**config.mk**
```make
export PLATFORM = sky130hd
export DESIGN_NAME = skin_bbox_detect_flat
export DESIGN_NICKNAME = d
export VERILOG_FILES = /design/src/rtl/skin_det_pkg.sv /design/src/rtl/skin_bbox_detect_if.sv /design/src/rtl/skin_bbox_detect_sync_delay_line.sv /design/src/rtl/skin_bbox_detect.sv /design/src/flat_wrapper.sv
export SDC_FILE = /design/constraint.sdc
export NUM_CORES = 1
export LEC_CHECK = 0
export ABC_AREA = 1
export CAP_MARGIN = 20
export CELL_PAD_IN_SITES_DETAIL_PLACEMENT = 0
export CELL_PAD_IN_SITES_GLOBAL_PLACEMENT = 1
export CORE_MARGIN = 3
export CORE_UTILIZATION = 30
export CTS_CLUSTER_DIAMETER = 30
export DETAILED_ROUTE_END_ITERATION = 8
export GPL_TIMING_DRIVEN = 0
export PLACE_DENSITY = 0.65
export SYNTH_ARGS = -nofsm -noshare
export SYNTH_HDL_FRONTEND = slang
export SYNTH_HIERARCHICAL = 1
export SYNTH_SLANG_ARGS = --single-unit
```
**constraint.sdc**
```tcl
create_clock -name clk -period 2.9 [get_ports clk]
set_input_delay 0.58 -clock clk [delete_from_list [all_inputs] [get_ports clk]]
set_output_delay 0.58 -clock clk [all_outputs]
set_load 0.01 [all_outputs]
```
**src/rtl/skin_det_pkg.sv**
```systemverilog
// Shared constants and types for the skin mask / bounding box pipeline.
// Holds default widths, Cb/Cr thresholds, ycbcr field offsets and helpers.
package skin_det_pkg;

  localparam int SYNC_DLY_DEF = 2;
  localparam int X_W_DEF      = 11;
  localparam int Y_W_DEF      = 11;
  localparam int CNT_W_DEF    = 20;

  localparam int CB_MIN_DEF   = 77;
  localparam int CB_MAX_DEF   = 127;
  localparam int CR_MIN_DEF   = 133;
  localparam int CR_MAX_DEF   = 173;
  localparam int MIN_PIX_DEF  = 256;

  localparam int CH_W   = 8;
  localparam int PIX_W  = 24;
  localparam int Y_LSB  = 16;
  localparam int CB_LSB = 8;
  localparam int CR_LSB = 0;

  typedef struct packed {
    logic vs;
    logic hs;
    logic de;
  } sync_t;

  function automatic logic in_rng(
    input logic [CH_W-1:0] v,
    input logic [CH_W-1:0] lo,
    input logic [CH_W-1:0] hi
  );
    return (v >= lo) && (v <= hi);
  endfunction

endpackage

```
**src/rtl/skin_bbox_detect_if.sv**
```systemverilog
// Stream bundle: raw timing + ycbcr in, mask stream and box results out.
// master = upstream source / result consumer, slave = skin_bbox_detect.
interface skin_bbox_if
  import skin_det_pkg::*;
#(
  parameter int X_W   = X_W_DEF,
  parameter int Y_W   = Y_W_DEF,
  parameter int CNT_W = CNT_W_DEF
) ();

  logic             in_vsync;
  logic             in_hsync;
  logic             in_de;
  logic [PIX_W-1:0] ycbcr;

  logic             bin_vsync;
  logic             bin_hsync;
  logic             bin_de;
  logic             bin_pix;

  logic             box_valid;
  logic             box_found;
  logic [X_W-1:0]   box_x_min;
  logic [X_W-1:0]   box_x_max;
  logic [Y_W-1:0]   box_y_min;
  logic [Y_W-1:0]   box_y_max;
  logic [CNT_W-1:0] pix_cnt;

  modport master (
    output in_vsync, in_hsync, in_de, ycbcr,
    input  bin_vsync, bin_hsync, bin_de, bin_pix,
    input  box_valid, box_found,
    input  box_x_min, box_x_max,
    input  box_y_min, box_y_max,
    input  pix_cnt
  );

  modport slave (
    input  in_vsync, in_hsync, in_de, ycbcr,
    output bin_vsync, bin_hsync, bin_de, bin_pix,
    output box_valid, box_found,
    output box_x_min, box_x_max,
    output box_y_min, box_y_max,
    output pix_cnt
  );

endinterface

```
**src/rtl/skin_bbox_detect_sync_delay_line.sv**
```systemverilog
// N-stage by W-bit shift register with async reset for pixel timing.
// Ports: clk, rst_n, d_i (W) in, q_o (W) = d_i delayed N cycles.
module sync_delay_line
  import skin_det_pkg::*;
#(
  parameter int W = 3,
  parameter int N = SYNC_DLY_DEF
) (
  input  logic         clk,
  input  logic         rst_n,
  input  logic [W-1:0] d_i,
  output logic [W-1:0] q_o
);

  logic [W-1:0] stg_q [N];

  always_ff @(posedge clk or negedge rst_n) begin
    if (!rst_n) begin
      for (int i = 0; i < N; i++) stg_q[i] <= '0;
    end else begin
      stg_q[0] <= d_i;
      for (int i = 1; i < N; i++) stg_q[i] <= stg_q[i-1];
    end
  end

  assign q_o = stg_q[N-1];

endmodule

```
**src/rtl/skin_bbox_detect.sv**
```systemverilog
// Cb/Cr skin mask with per-frame bounding box and pixel count.
// Ports: clk, rst_n, bus (skin_bbox_if.slave: timing/ycbcr in, mask/box out).
module skin_bbox_detect
  import skin_det_pkg::*;
#(
  parameter int SYNC_DLY = SYNC_DLY_DEF,
  parameter int X_W      = X_W_DEF,
  parameter int Y_W      = Y_W_DEF,
  parameter int CNT_W    = CNT_W_DEF,
  parameter int CB_MIN   = CB_MIN_DEF,
  parameter int CB_MAX   = CB_MAX_DEF,
  parameter int CR_MIN   = CR_MIN_DEF,
  parameter int CR_MAX   = CR_MAX_DEF,
  parameter int MIN_PIX  = MIN_PIX_DEF
) (
  input logic      clk,
  input logic      rst_n,
  skin_bbox_if.slave bus
);

  localparam logic [X_W-1:0]   X_MAX = {X_W{1'b1}};
  localparam logic [Y_W-1:0]   Y_MAX = {Y_W{1'b1}};
  localparam logic [CNT_W-1:0] C_MAX = {CNT_W{1'b1}};

  sync_t sync_in;
  sync_t sync_d;

  assign sync_in = '{vs: bus.in_vsync,
                     hs: bus.in_hsync,
                     de: bus.in_de};

  sync_delay_line #(
    .W ($bits(sync_t)),
    .N (SYNC_DLY)
  ) u_dly (
    .clk   (clk),
    .rst_n (rst_n),
    .d_i   (sync_in),
    .q_o   (sync_d)
  );

  logic [CH_W-1:0] cb;
  logic [CH_W-1:0] cr;
  logic            unused_y;
  logic            hit;

  assign cb       = bus.ycbcr[CB_LSB +: CH_W];
  assign cr       = bus.ycbcr[CR_LSB +: CH_W];
  assign unused_y = ^bus.ycbcr[Y_LSB +: CH_W];

  assign hit = sync_d.de
             & in_rng(cb, CH_W'(CB_MIN), CH_W'(CB_MAX))
             & in_rng(cr, CH_W'(CR_MIN), CR_W_MAX());

  function automatic logic [CH_W-1:0] CR_W_MAX();
    return CH_W'(CR_MAX);
  endfunction

  logic vs_p_q;
  logic de_p_q;
  logic vs_rise;
  logic de_fall;

  assign vs_rise = sync_d.vs & ~vs_p_q;
  assign de_fall = ~sync_d.de & de_p_q;

  sync_t            bin_q;
  logic             bin_pix_q;

  logic [X_W-1:0]   x_q, x_d;
  logic [Y_W-1:0]   y_q, y_d;
  logic [X_W-1:0]   xmin_q, xmin_d;
  logic [X_W-1:0]   xmax_q, xmax_d;
  logic [Y_W-1:0]   ymin_q, ymin_d;
  logic [Y_W-1:0]   ymax_q, ymax_d;
  logic [CNT_W-1:0] cnt_q, cnt_d;
  logic             seen_q, seen_d;

  logic             valid_q, valid_d;
  logic             found_q, found_d;
  logic [X_W-1:0]   oxmin_q, oxmin_d;
  logic [X_W-1:0]   oxmax_q, oxmax_d;
  logic [Y_W-1:0]   oymin_q, oymin_d;
  logic [Y_W-1:0]   oymax_q, oymax_d;
  logic [CNT_W-1:0] ocnt_q, ocnt_d;

  logic             latch;

  always_comb begin
    x_d = x_q;
    if (sync_d.de) begin
      if (x_q != X_MAX) x_d = x_q + 1'b1;
    end else if (de_fall) begin
      x_d = '0;
    end

    y_d = y_q;
    if (vs_rise) begin
      y_d = '0;
    end else if (de_fall && (y_q != Y_MAX)) begin
      y_d = y_q + 1'b1;
    end

    // Clear first so a hit on the boundary cycle opens the new frame.
    xmin_d = xmin_q;
    xmax_d = xmax_q;
    ymin_d = ymin_q;
    ymax_d = ymax_q;
    cnt_d  = cnt_q;
    if (vs_rise) begin
      xmin_d = '1;
      xmax_d = '0;
      ymin_d = '1;
      ymax_d = '0;
      cnt_d  = '0;
    end
    if (hit) begin
      if (x_q < xmin_d) xmin_d = x_q;
      if (x_q > xmax_d) xmax_d = x_q;
      if (y_q < ymin_d) ymin_d = y_q;
      if (y_q > ymax_d) ymax_d = y_q;
      if (cnt_d != C_MAX) cnt_d = cnt_d + 1'b1;
    end

    seen_d = seen_q | vs_rise;

    // The partial frame before the first boundary is discarded.
    latch   = vs_rise & seen_q;
    valid_d = latch;
    found_d = found_q;
    oxmin_d = oxmin_q;
    oxmax_d = oxmax_q;
    oymin_d = oymin_q;
    oymax_d = oymax_q;
    ocnt_d  = ocnt_q;
    if (latch) begin
      found_d = (cnt_q >= CNT_W'(MIN_PIX));
      ocnt_d  = cnt_q;
      if (cnt_q != '0) begin
        oxmin_d = xmin_q;
        oxmax_d = xmax_q;
        oymin_d = ymin_q;
        oymax_d = ymax_q;
      end else begin
        oxmin_d = '0;
        oxmax_d = '0;
        oymin_d = '0;
        oymax_d = '0;
      end
    end
  end

  always_ff @(posedge clk or negedge rst_n) begin
    if (!rst_n) begin
      vs_p_q    <= 1'b0;
      de_p_q    <= 1'b0;
      bin_q     <= '0;
      bin_pix_q <= 1'b0;
      x_q       <= '0;
      y_q       <= '0;
      xmin_q    <= '1;
      xmax_q    <= '0;
      ymin_q    <= '1;
      ymax_q    <= '0;
      cnt_q     <= '0;
      seen_q    <= 1'b0;
      valid_q   <= 1'b0;
      found_q   <= 1'b0;
      oxmin_q   <= '0;
      oxmax_q   <= '0;
      oymin_q   <= '0;
      oymax_q   <= '0;
      ocnt_q    <= '0;
    end else begin
      vs_p_q    <= sync_d.vs;
      de_p_q    <= sync_d.de;
      bin_q     <= sync_d;
      bin_pix_q <= hit;
      x_q       <= x_d;
      y_q       <= y_d;
      xmin_q    <= xmin_d;
      xmax_q    <= xmax_d;
      ymin_q    <= ymin_d;
      ymax_q    <= ymax_d;
      cnt_q     <= cnt_d;
      seen_q    <= seen_d;
      valid_q   <= valid_d;
      found_q   <= found_d;
      oxmin_q   <= oxmin_d;
      oxmax_q   <= oxmax_d;
      oymin_q   <= oymin_d;
      oymax_q   <= oymax_d;
      ocnt_q    <= ocnt_d;
    end
  end

  assign bus.bin_vsync = bin_q.vs;
  assign bus.bin_hsync = bin_q.hs;
  assign bus.bin_de    = bin_q.de;
  assign bus.bin_pix   = bin_pix_q;
  assign bus.box_valid = valid_q;
  assign bus.box_found = found_q;
  assign bus.box_x_min = oxmin_q;
  assign bus.box_x_max = oxmax_q;
  assign bus.box_y_min = oymin_q;
  assign bus.box_y_max = oymax_q;
  assign bus.pix_cnt   = ocnt_q;

endmodule

```
**src/flat_wrapper.sv**
```systemverilog
// flat-port wrapper written by rule: the top's interface ports become plain ports
module skin_bbox_detect_flat import skin_det_pkg::*;
#(
  parameter int SYNC_DLY = SYNC_DLY_DEF,
  parameter int X_W      = X_W_DEF,
  parameter int Y_W      = Y_W_DEF,
  parameter int CNT_W    = CNT_W_DEF,
  parameter int CB_MIN   = CB_MIN_DEF,
  parameter int CB_MAX   = CB_MAX_DEF,
  parameter int CR_MIN   = CR_MIN_DEF,
  parameter int CR_MAX   = CR_MAX_DEF,
  parameter int MIN_PIX  = MIN_PIX_DEF
)
  (clk, rst_n, bus_in_vsync, bus_in_hsync, bus_in_de, bus_ycbcr, bus_bin_vsync, bus_bin_hsync, bus_bin_de, bus_bin_pix, bus_box_valid, bus_box_found, bus_box_x_min, bus_box_x_max, bus_box_y_min, bus_box_y_max, bus_pix_cnt);
  skin_bbox_if #(.X_W(X_W), .Y_W(Y_W), .CNT_W(CNT_W)) bus_i ();
  input logic clk;
  input logic rst_n;
  input wire logic [$bits(bus_i.in_vsync)-1:0] bus_in_vsync;
  input wire logic [$bits(bus_i.in_hsync)-1:0] bus_in_hsync;
  input wire logic [$bits(bus_i.in_de)-1:0] bus_in_de;
  input wire logic [$bits(bus_i.ycbcr)-1:0] bus_ycbcr;
  output wire logic [$bits(bus_i.bin_vsync)-1:0] bus_bin_vsync;
  output wire logic [$bits(bus_i.bin_hsync)-1:0] bus_bin_hsync;
  output wire logic [$bits(bus_i.bin_de)-1:0] bus_bin_de;
  output wire logic [$bits(bus_i.bin_pix)-1:0] bus_bin_pix;
  output wire logic [$bits(bus_i.box_valid)-1:0] bus_box_valid;
  output wire logic [$bits(bus_i.box_found)-1:0] bus_box_found;
  output wire logic [$bits(bus_i.box_x_min)-1:0] bus_box_x_min;
  output wire logic [$bits(bus_i.box_x_max)-1:0] bus_box_x_max;
  output wire logic [$bits(bus_i.box_y_min)-1:0] bus_box_y_min;
  output wire logic [$bits(bus_i.box_y_max)-1:0] bus_box_y_max;
  output wire logic [$bits(bus_i.pix_cnt)-1:0] bus_pix_cnt;
  assign bus_i.in_vsync = bus_in_vsync;
  assign bus_i.in_hsync = bus_in_hsync;
  assign bus_i.in_de = bus_in_de;
  assign bus_i.ycbcr = bus_ycbcr;
  assign bus_bin_vsync = bus_i.bin_vsync;
  assign bus_bin_hsync = bus_i.bin_hsync;
  assign bus_bin_de = bus_i.bin_de;
  assign bus_bin_pix = bus_i.bin_pix;
  assign bus_box_valid = bus_i.box_valid;
  assign bus_box_found = bus_i.box_found;
  assign bus_box_x_min = bus_i.box_x_min;
  assign bus_box_x_max = bus_i.box_x_max;
  assign bus_box_y_min = bus_i.box_y_min;
  assign bus_box_y_max = bus_i.box_y_max;
  assign bus_pix_cnt = bus_i.pix_cnt;
  skin_bbox_detect #(.SYNC_DLY(SYNC_DLY), .X_W(X_W), .Y_W(Y_W), .CNT_W(CNT_W), .CB_MIN(CB_MIN), .CB_MAX(CB_MAX), .CR_MIN(CR_MIN), .CR_MAX(CR_MAX), .MIN_PIX(MIN_PIX)) u_core (.clk(clk), .rst_n(rst_n), .bus(bus_i));
endmodule
```
==> metrics.cfg, run 1 <==
[sta]
fin_setup_tns_ns = 0
fmax_mhz = 376
slew_viol_final = 0
relSlewSlack = 0.532
setup_viol = 0
finalHoldViolations = 0
max_slew.worst_pin.slew_ns = 0.699
min_period_ns = 2.66
fin_skew_ns = 0.0173
rsz0062_at_grt = no
setup_slack_ns = 0.238
hold_ws_ns = 0.118
fin_crit_sh = 0.918

[placement]
placement.io_buffers = 90
place_area_um2 = 9850
dp_hpwl_mm = 16.9
place_inst = 1504
pre_cts_slack_ns = -0.304
gp_congestion = 0.851

[power]
p_sw_mw = 1.44
seq_power_share = 0.461
peakVddDrop_mv = 0.366
power.density_nw_per_um2 = 505
switching_share = 0.269
combPwrFrac = 0.110
leakage_nw = 4.87
power_mw = 5.33
p_int_mw = 3.89
clkPwrFrac = 0.430

[final_layout]
area_delta_synth_final_pct = 24.9
drive_gt1_frac = 0.108
nets = 1233
postLayoutCellArea_um2 = 10600
final_util = 0.386
fillCellCount = 2898
diodes = 0
final_cell_count_no_fill = 1544

[critical_path]
worstPathRequired_ns = 3.20
worstPathArrival_ns = 2.97
path_class = flop to flop
r2r_start = u_core/u_dly/q_o[2]$_DFF_PN0_
path_max_fanout = 16
rr_endpoint = u_core/ymax_q[10]$_DFF_PN0_
crit_start = u_core/u_dly/q_o[2]$_DFF_PN0_
end_kind = flop
rrSetupSlack_ns = 0.24
start_kind = flop
r2r_cells = 16

[synthesis]
postSynthCellCount = 1041
synthFlopType = dfrtp_1
postSynthAreaPerCell_um2 = 8.11
ys_seq_elements = 163
ys_warn_count = 6
yosysSeqAreaShare = 0.486
synth-async-reset-ratio = 1.00
synth_cell_types = 38
synth_area_um2 = 8450
synth_edf_count = 0
synth_nets = 1115

[drt]
first_pass_iters = 5
ant_nets = 0
via_count = 7298
drc = 0
wl_mm = 23.7
via_per_inst = 4.73
wl_per_cell_um = 15.4
drtIter0Drc = 379

[grt]
grt_antenna_before_repair = 0
grt_start_max_net_pins = 99
overflow = 0
grt_pass1_vias = 7026
grt_pass1_wl_mm = 38.5
grt_usage = 0.159

[clock_tree]
cts.clk_slew.worst_paths_ns = 0.07
worstSkewPairLatency_ns = 0.43
clockRootBuffer = clkbuf_16
htree_levels = 4
postCtsHoldBufs = 0
cts_tree = built
clock_path_buffers = 2
clock-sinks = 163
cts_buffers = 17

[run]
drv_cap = 0

[floorplan]
dieArea_um2 = 30200
num_io_pins = 99
core_um2 = 27300
initial_utilization = 0.309
die_w_um = 174
placementRows = 60
die_h_um = 174

[run_status]
status = completed

[min_path]
hp-class = input pin to asynchronous set/reset pin

==> timing repair <==
action | in CTS | in global routing
pin swaps | 0 | 2
setup buffers | 0 | 8
resized for setup | 12 | 12
setup endpoints to repair | 41 | 41
gates cloned | 0 | 1
==> how the worst max path moves through the flow <==
| stage | to | depth (start not counted) | slack (ns) |
|---|---|---|---|
| floorplan | u_core/ymax_q[1]$_DFF_PN0_ | 17 | 0.23 |
| global placement | u_core/u_dly/stg_q[4]$_DFF_PN0_ | 1 | -5.91 |
| detailed placement | u_core/ymax_q[10]$_DFF_PN0_ | 16 | -0.30 |
| CTS | u_core/ymax_q[3]$_DFF_PN0_ | 17 | 0.009 |
| global route | u_core/ymax_q[10]$_DFF_PN0_ | 16 | 0.02 |
| finish | u_core/ymax_q[10]$_DFF_PN0_ | 16 | 0.24 |
==> synth_stat cells (2+ instances only) <==
master / number / area share
inv_1: 75 / 0.033
xor2_1: 10 / 0.010
nor3_1: 11 / 0.0065
nor4_1: 5 / 0.0037
nand2_1: 311 / 0.14
ha_1: 45 / 0.067
a21oi_1: 25 / 0.015
and2_1: 2 / 0.0015
o21a_1: 2 / 0.0018
o22ai_1: 5 / 0.0037
buf_1: 2 / 0.00089
inv_2: 4 / 0.0018
dfstp_2: 22 / 0.068
nor3b_1: 2 / 0.0018
nor3_2: 2 / 0.0024
o21bai_1: 3 / 0.0027
o21ai_1: 15 / 0.0089
clkbuf_1: 14 / 0.0062
nor2_1: 72 / 0.032
buf_4: 4 / 0.0036
buf_2: 25 / 0.015
xnor2_1: 2 / 0.0021
nand2_2: 4 / 0.0030
nand3_1: 85 / 0.050
nor2_2: 9 / 0.0067
dfrtp_1: 141 / 0.42
buf_6: 3 / 0.0040
o21ai_0: 101 / 0.060
or2_1: 2 / 0.0015
nand4_1: 30 / 0.022
==> power groups by stage <==
stage | clock (mW) | combinational, mW | sequential, mW
after floorplan | 0 | 0.305 | 2.48
after global placement | 0 | 0.567 | 2.50
after detailed placement | 0 | 0.577 | 2.50
after CTS | 2.36 | 0.584 | 2.46
after global routing | 2.44 | 0.668 | 2.47
final | 2.29 | 0.584 | 2.45
==> area by class of cell <==
type | count | area [um^2] | area share
flip-flops and latches | 163 | 4110 | 0.389
multi-input cells | 750 | 3810 | 0.361
repair buffers | 100 | 1000 | 0.0949
well taps | 372 | 465 | 0.0441
clock buffers | 18 | 439 | 0.0416
inverters | 80 | 300 | 0.0285
plain buffers | 47 | 279 | 0.0264
clock inverters | 14 | 151 | 0.0144
==> placed cells by master, fill, tap and decap left out, types with 10 or more instances in the layout <==
cell and count:
dfstp_2 22, o21ai_1 15, buf_4 13, xor2_1 10, ha_1 45, clkbuf_1 11
buf_2 23, nand2_1 311, nor3_1 11, o21ai_0 101, dfrtp_1 141, nor2_1 71
a21oi_1 25, nand4_1 30, clkdlybuf4s50_1 89, nand3_1 84, clkbuf_16 17, nor2_2 10
inv_1 75
==> routing by layer <==
metal  up-vias  wire length [um]  GRT usage  share of wire
met5         -                 0          0              0
met4         0               282     0.0456          0.012
met3        19               925     0.0256          0.039
met2       149             10800      0.250           0.45
met1      3454             11700      0.226           0.50
li1       3676                 -          -              -
==> critical path, cell delays in order, from the launching register on <==
cell and delay, ns:
dfrtp_1 0.36, buf_4 0.16, nand2_8 0.10, buf_8 0.16
buf_8 0.15, buf_6 0.14, nand2_1 0.06, ha_1 0.29
nand2_1 0.08, nor2_2 0.13, buf_4 0.12, nand4_1 0.09
nand3_1 0.14, clkbuf_2 0.27, nand2_1 0.10, nand3_1 0.08
o21ai_0 0.08
==> cells by family (layout without fill, tap and decap cells) <==
kind of cell / after synthesis / in the layout / share of synthesized area
AND/OR/NAND/NOR: 542 / 542 / 0.278
flip-flops: 163 / 163 / 0.486
AO/OA/AOI/OAI: 151 / 151 / 0.0917
buffers and inverters: 128 / 259 / 0.0650
adder cells (fa/ha/maj): 45 / 45 / 0.0667
XOR/XNOR: 12 / 12 / 0.0124
Note: power is estimated with default switching activity, not from simulation.
==> run 2: changes to the inputs <==
--- a/config.mk
+++ b/config.mk
@@ -13,8 +13,9 @@
 export CORE_UTILIZATION = 30
 export CTS_CLUSTER_DIAMETER = 30
 export DETAILED_ROUTE_END_ITERATION = 8
+export DONT_BUFFER_PORTS = 1
 export GPL_TIMING_DRIVEN = 0
-export PLACE_DENSITY = 0.65
+export PLACE_DENSITY = 0.59
 export SYNTH_ARGS = -nofsm -noshare
 export SYNTH_HDL_FRONTEND = slang
 export SYNTH_HIERARCHICAL = 1
==> run 2 against run 1 <==
Effect of this change: flip-flop and latch count unchanged; worst setup slack better by 0.059 ns; cell area down 8.8%; sequential power about the same; via count down 5.6%; clock power down 3%; the flow now finishes with violations (hold timing); die area unchanged; largest cell class unchanged; combinational power down 24%; clock skew down 0.0032 ns; global-route usage up 0.52 points.
==> metrics.cfg, run 2 (synthesis gave the netlist of run 1 again) <==
[run_status]
status = finished, violations left  ; was completed
violations = hold timing

[grt]
grt_antenna_before_repair = 0  ; unchanged
grt_usage = 0.164  ; was 0.159
grt_start_max_net_pins = 164  ; was 99
grt_pass1_wl_mm = 39.4  ; was 38.5 mm
overflow = 0  ; unchanged
grt_pass1_vias = 6833  ; was 7026

[sta]
fin_setup_tns_ns = 0  ; unchanged
max_slew.worst_pin.slew_ns = 0.764  ; was 0.699 ns
setup_slack_ns = 0.296  ; was 0.238 ns
rsz0062_at_grt = no  ; unchanged
min_period_ns = 2.60  ; was 2.66 ns
finalHoldViolations = 141  ; was 0
fin_crit_sh = 0.898  ; was 0.918
setup_viol = 0  ; unchanged
fmax_mhz = 384  ; was 376 MHz
hold_ws_ns = -0.153  ; was 0.118 ns
relSlewSlack = 0.489  ; was 0.532
fin_skew_ns = 0.0140  ; was 0.0173 ns
slew_viol_final = 0  ; unchanged

[clock_tree]
worstSkewPairLatency_ns = 0.42  ; was 0.43 ns
clockRootBuffer = clkbuf_16  ; unchanged
htree_levels = 4  ; unchanged
cts.clk_slew.worst_paths_ns = 0.07  ; about the same
clock-sinks = 163  ; unchanged
clock_path_buffers = 2  ; unchanged
cts_tree = built  ; unchanged
cts_buffers = 17  ; unchanged

[final_layout]
multi_input_area_um2 = 3810  ; about the same
fillCellCount = 2945  ; was 2898
layout_common_cells = nand2_1 (311), dfrtp_1 (140), o21ai_0 (101)  ; was nand2_1 (311), dfrtp_1 (141), o21ai_0 (101)
regArea_um2 = 4110  ; about the same
final_common_cell = nand2_1  ; unchanged
nets = 1143  ; was 1233
postLayoutCellArea_um2 = 9630  ; was 10600 um^2
diodes = 0  ; unchanged
drive_gt1_frac = 0.116  ; was 0.108
area_delta_synth_final_pct = 14.0  ; was 24.9%
final_util = 0.352  ; was 0.386

[power]
leakage_nw = 4.52  ; was 4.87 nW
power_mw = 5.13  ; was 5.33 mW
power.density_nw_per_um2 = 533  ; was 505 nW/um^2
peakVddDrop_mv = 0.321  ; was 0.366 mV

[critical_path]
path_class = flop to flop  ; unchanged
rrSetupSlack_ns = 0.30  ; was 0.24 ns
start_kind = flop  ; unchanged
crit_chain = buf_4 -> nand2_8 -> buf_8 -> buf_8 -> buf_8 -> nand2_1 -> ha_1 -> nand2_1 -> nor2_2 -> nand2_1 -> or3_1 -> buf_4 -> nand3_4 -> buf_6 -> nand3_1 -> nand2_1  ; was buf_4 -> nand2_8 -> buf_8 -> buf_8 -> buf_6 -> nand2_1 -> ha_1 -> nand2_1 -> nor2_2 -> buf_4 -> nand4_1 -> nand3_1 -> clkbuf_2 -> nand2_1 -> nand3_1 -> o21ai_0
worstPathArrival_ns = 2.96  ; was 2.97 ns
crit_slowest_cell = dfrtp_1  ; unchanged
r2r_cells = 16  ; unchanged
crit_top_cell = nand2_1  ; unchanged
worstPathRequired_ns = 3.26  ; was 3.20 ns
critPathMaxStageDelay_ns = 0.36  ; about the same
r2r_start = u_core/u_dly/q_o[2]$_DFF_PN0_  ; unchanged
rr_endpoint = u_core/ymax_q[2]$_DFF_PN0_  ; was u_core/ymax_q[10]$_DFF_PN0_
cp_top_family = simple AND/OR/NAND/NOR gates  ; was buffers and inverters
path_max_fanout = 15  ; was 16
end_kind = flop  ; unchanged
cp.buffers_inverters = 6  ; unchanged

[placement]
place_area_um2 = 8910  ; was 9850 um^2
placement.io_buffers = 0  ; was 90
gp_congestion = 0.838  ; was 0.851
pre_cts_slack_ns = -0.354  ; was -0.304 ns
dp_hpwl_mm = 17.1  ; was 16.9 mm

[drt]
wl_per_cell_um = 16.7  ; was 15.4 um
wl_mm = 24.3  ; was 23.7 mm
drtIter0Drc = 322  ; was 379
via_per_inst = 4.74  ; was 4.73
ant_nets = 0  ; unchanged
via_count = 6891  ; was 7298
drc = 0  ; unchanged
first_pass_iters = 7  ; was 5

[run]
drv_cap = 0  ; unchanged

[floorplan]
die_w_um = 174  ; unchanged
placementRows = 60  ; unchanged
initial_utilization = 0.309  ; unchanged
die_h_um = 174  ; unchanged
core_um2 = 27300  ; unchanged
num_io_pins = 99  ; unchanged
dieArea_um2 = 30200  ; unchanged

[min_path]
hp-class = input pin to asynchronous set/reset pin  ; unchanged

run 2: per-stage QoR:
stage	instances	hold WS (ns)
floorplan	1041	0.284
global placement	1413	0.291
detailed placement	1413	0.291
CTS	1446	-0.169
global route	1454	-0.180
finish	1454	-0.153
run 2: how the worst max path moves through the flow:
stage	cells past startpoint	end	start	slack, ns
after floorplan	17	u_core/ymax_q[1]$_DFF_PN0_	u_core/bus.bin_vsync$_DFF_PN0_	0.23
after global placement	17	u_core/ymax_q[3]$_DFF_PN0_	u_core/bus.bin_vsync$_DFF_PN0_	-0.35
after detailed placement	17	u_core/ymax_q[3]$_DFF_PN0_	u_core/bus.bin_vsync$_DFF_PN0_	-0.35
after CTS	17	u_core/xmax_q[9]$_DFF_PN0_	u_core/u_dly/q_o[2]$_DFF_PN0_	0.02
after global routing	16	u_core/xmin_q[3]$_DFF_PN1_	u_core/u_dly/q_o[2]$_DFF_PN0_	0.05
final	16	u_core/ymax_q[2]$_DFF_PN0_	u_core/u_dly/q_o[2]$_DFF_PN0_	0.30
run 2: timing repair:
action                     4_1_cts  5_1_grt
hold endpoints to repair       144      148
pin swaps                        0        2
setup buffers                    0        9
setup endpoints to repair       41       42
gates cloned                     1        0
gates resized for setup         15       18
run 2: final cells by class:
class | count | share of cell area
clock inverter | 13 | 0.0130
buffer | 47 | 0.0303
inverter | 80 | 0.0312
tap | 372 | 0.0483
timing repair buffer | 10 | 0.00819
multi-input combinational | 750 | 0.396
sequential | 163 | 0.427
clock buffer | 19 | 0.0460
run 2: routing by layer:
layer  share of wire  GRT usage  up-vias
met3           0.055     0.0370       12
met4          0.0068     0.0362        0
li1                -          -     3489
met5               0          0        -
met1            0.49      0.234     3241
met2            0.45      0.254      149
run 2: power breakdown:
group	total [mW]	internal (mW)	leakage, nW	switching [mW]
Sequential	2.48	2.36	2.16	0.116
Clock	2.22	1.22	0.263	0.996
Combinational	0.442	0.159	2.10	0.283
Total	5.13	3.74	4.52	1.39
==> run 3: changes to the inputs <==
--- a/config.mk
+++ b/config.mk
@@ -16,6 +16,7 @@
 export DONT_BUFFER_PORTS = 1
 export GPL_TIMING_DRIVEN = 0
 export PLACE_DENSITY = 0.59
+export SETUP_SLACK_MARGIN = 0.3
 export SYNTH_ARGS = -nofsm -noshare
 export SYNTH_HDL_FRONTEND = slang
 export SYNTH_HIERARCHICAL = 1
==> run 3 against run 2 <==
Effect of this change: the run still ends with hold timing left; first-iteration DRC count rose by 29%; largest cell class unchanged; worst setup slack improved by 0.11 ns; critical path type unchanged; final cell count up 0.41%.
==> metrics.cfg, run 3 (synthesis gave the netlist of run 1 again) <==
[run_status]
status = finished, violations left  ; unchanged
violations = hold timing  ; unchanged

[drt]
via_count = 6971  ; was 6891
first_pass_iters = 4  ; was 7
wl_mm = 24.5  ; was 24.3 mm
wl_per_cell_um = 16.8  ; was 16.7 um
drc = 0  ; unchanged
ant_nets = 0  ; unchanged
drtIter0Drc = 415  ; was 322
via_per_inst = 4.77  ; was 4.74

[sta]
finalHoldViolations = 141  ; unchanged
max_slew.worst_pin.slew_ns = 0.665  ; was 0.764 ns
setup_viol = 0  ; unchanged
fin_skew_ns = 0.0113  ; was 0.0140 ns
min_period_ns = 2.50  ; was 2.60 ns
slew_viol_final = 0  ; unchanged
relSlewSlack = 0.557  ; was 0.489
fin_setup_tns_ns = 0  ; unchanged
fmax_mhz = 400  ; was 384 MHz
fin_crit_sh = 0.862  ; was 0.898
hold_ws_ns = -0.159  ; was -0.153 ns
rsz0062_at_grt = yes  ; was no

[final_layout]
layout_common_cells = nand2_1 (302), dfrtp_1 (140), o21ai_0 (98)  ; was nand2_1 (311), dfrtp_1 (140), o21ai_0 (101)
diodes = 0  ; unchanged
postLayoutCellArea_um2 = 9980  ; was 9630 um^2
regArea_um2 = 4110  ; unchanged
fillCellCount = 2955  ; was 2945
final_util = 0.365  ; was 0.352
drive_gt1_frac = 0.142  ; was 0.116
area_delta_synth_final_pct = 18.2  ; was 14.0%
final_common_cell = nand2_1  ; unchanged
nets = 1149  ; was 1143
multi_input_area_um2 = 3990  ; was 3810 um^2

[grt]
overflow = 0  ; unchanged
met1_usage = 0.235  ; was 0.234
grt-busiest-layer = met2  ; unchanged
grt_pass1_wl_mm = 39.7  ; was 39.4 mm
grt_pass1_vias = 6942  ; was 6833
grt_start_max_net_pins = 164  ; unchanged
use_met3 = 0.0401  ; was 0.0370
grt_antenna_before_repair = 0  ; unchanged
use_met2 = 0.253  ; was 0.254
grt_usage = 0.164  ; about the same

[power]
combPwrFrac = 0.098  ; was 0.086
clkPwrFrac = 0.439  ; was 0.431
leakage_nw = 4.65  ; was 4.52 nW
switching_share = 0.272  ; about the same
seq_power_share = 0.463  ; was 0.482
p_sw_mw = 1.45  ; was 1.39 mW
power.density_nw_per_um2 = 535  ; was 533 nW/um^2
peakVddDrop_mv = 0.331  ; was 0.321 mV
p_int_mw = 3.89  ; was 3.74 mW

[critical_path]
path_class = flop to flop  ; unchanged
worstPathArrival_ns = 2.86  ; was 2.96 ns
worstPathRequired_ns = 3.26  ; about the same
rrSetupSlack_ns = 0.40  ; was 0.30 ns
path_max_fanout = 5  ; was 15
start_kind = flop  ; unchanged
r2r_cells = 17  ; was 16
r2r_start = u_core/bus.bin_vsync$_DFF_PN0_  ; was u_core/u_dly/q_o[2]$_DFF_PN0_
rr_endpoint = u_core/ymax_q[2]$_DFF_PN0_  ; unchanged
end_kind = flop  ; unchanged

[clock_tree]
clock-sinks = 163  ; unchanged
clockRootBuffer = clkbuf_16  ; unchanged
cts_buffers = 17  ; unchanged
clock_path_buffers = 2  ; unchanged
cts_tree = built  ; unchanged
cts.clk_slew.worst_paths_ns = 0.07  ; about the same
htree_levels = 4  ; unchanged
worstSkewPairLatency_ns = 0.43  ; was 0.42 ns

[floorplan]
die_h_um = 174  ; unchanged
die_w_um = 174  ; unchanged
dieArea_um2 = 30200  ; unchanged
initial_utilization = 0.309  ; unchanged
num_io_pins = 99  ; unchanged
placementRows = 60  ; unchanged
core_um2 = 27300  ; unchanged

[placement]
placement.io_buffers = 0  ; unchanged
dp_hpwl_mm = 17.0  ; was 17.1 mm
gp_congestion = 0.821  ; was 0.838
place_area_um2 = 8920  ; was 8910 um^2

[min_path]
hp-class = input pin to asynchronous set/reset pin  ; unchanged

[run]
drv_cap = 0  ; unchanged

[run 3: cell count changes in the layout (fill, tap and decap cells not counted), moves of 5 or more]
cell and delta:
buf_2 -5, ha_1 -7, nand2_2 +7, ha_4 +7
nand2_1 -9
[run 3: power by group through the flow]
stage	Clock, mW	Sequential (mW)	Combinational, mW
after floorplan	0	2.48	0.305
after global placement	0	2.52	0.420
after detailed placement	0	2.52	0.425
after CTS	2.43	2.48	0.469
after global routing	2.52	2.49	0.592
final	2.34	2.48	0.525
[run 3: worst max-delay path, cell delays in order (launching register included)]
cell and delay, ns:
dfrtp_2 0.45, inv_4 0.06, nand2_8 0.08, buf_8 0.10, buf_8 0.10, buf_8 0.13
buf_8 0.12, nand2_4 0.05, ha_4 0.27, nand2_2 0.07, nor2_4 0.09, nand2_1 0.05
or3_1 0.32, buf_6 0.14, nand3_4 0.09, buf_6 0.14, nand3_1 0.07, nand2_1 0.09
[run 3: timing repair]
action	CTS	global route
resized for setup	31	47
buffers inserted	10	2
gates cloned	2	1
endpoints found under the setup margin	44	51
hold endpoints to repair	147	153
pin swaps	7	10
[run 3: worst max path at each step]
| stage | cells past startpoint | from | endpoint |
|---|---|---|---|
| after floorplan | 17 | u_core/u_dly/q_o[2]$_DFF_PN0_ | u_core/ymax_q[1]$_DFF_PN0_ |
| after global placement | 16 | u_core/u_dly/q_o[2]$_DFF_PN0_ | u_core/ymax_q[10]$_DFF_PN0_ |
| after detailed placement | 16 | u_core/u_dly/q_o[2]$_DFF_PN0_ | u_core/ymax_q[10]$_DFF_PN0_ |
| after CTS | 17 | u_core/bus.bin_vsync$_DFF_PN0_ | u_core/ymax_q[2]$_DFF_PN0_ |
| after global routing | 16 | u_core/bus.bin_vsync$_DFF_PN0_ | u_core/ymax_q[10]$_DFF_PN0_ |
| final | 17 | u_core/bus.bin_vsync$_DFF_PN0_ | u_core/ymax_q[2]$_DFF_PN0_ |
[run 3: final cells by class]
class / instances / share of cell area
clock inverter: 14 / 0.0165
multi-input combinational: 750 / 0.399
timing repair buffer: 15 / 0.0154
buffer: 48 / 0.0362
sequential: 163 / 0.412
clock buffer: 18 / 0.0440
inverter: 80 / 0.0303
tap: 372 / 0.0466
[run 3: metrics by stage]
step / hold WS (ns) / power [mW] / setup slack (ns) / std cells
2_1_floorplan: 0.284 / 2.78 / 0.315 / 1041
3_3_place_gp: 0.292 / 2.94 / -0.196 / 1413
5_1_grt: -0.190 / 5.60 / 0.279 / 1460
4_1_cts: -0.176 / 5.37 / 0.301 / 1457
3_5_place_dp: 0.292 / 2.94 / -0.191 / 1413
6_report: -0.159 / 5.35 / 0.401 / 1460
[run 3: routing by layer]
layer,vias to the layer above,wire length (um)
met5,-,0
met4,0,176
met3,14,1220
met2,138,11000
met1,3320,12100
li1,3499,-
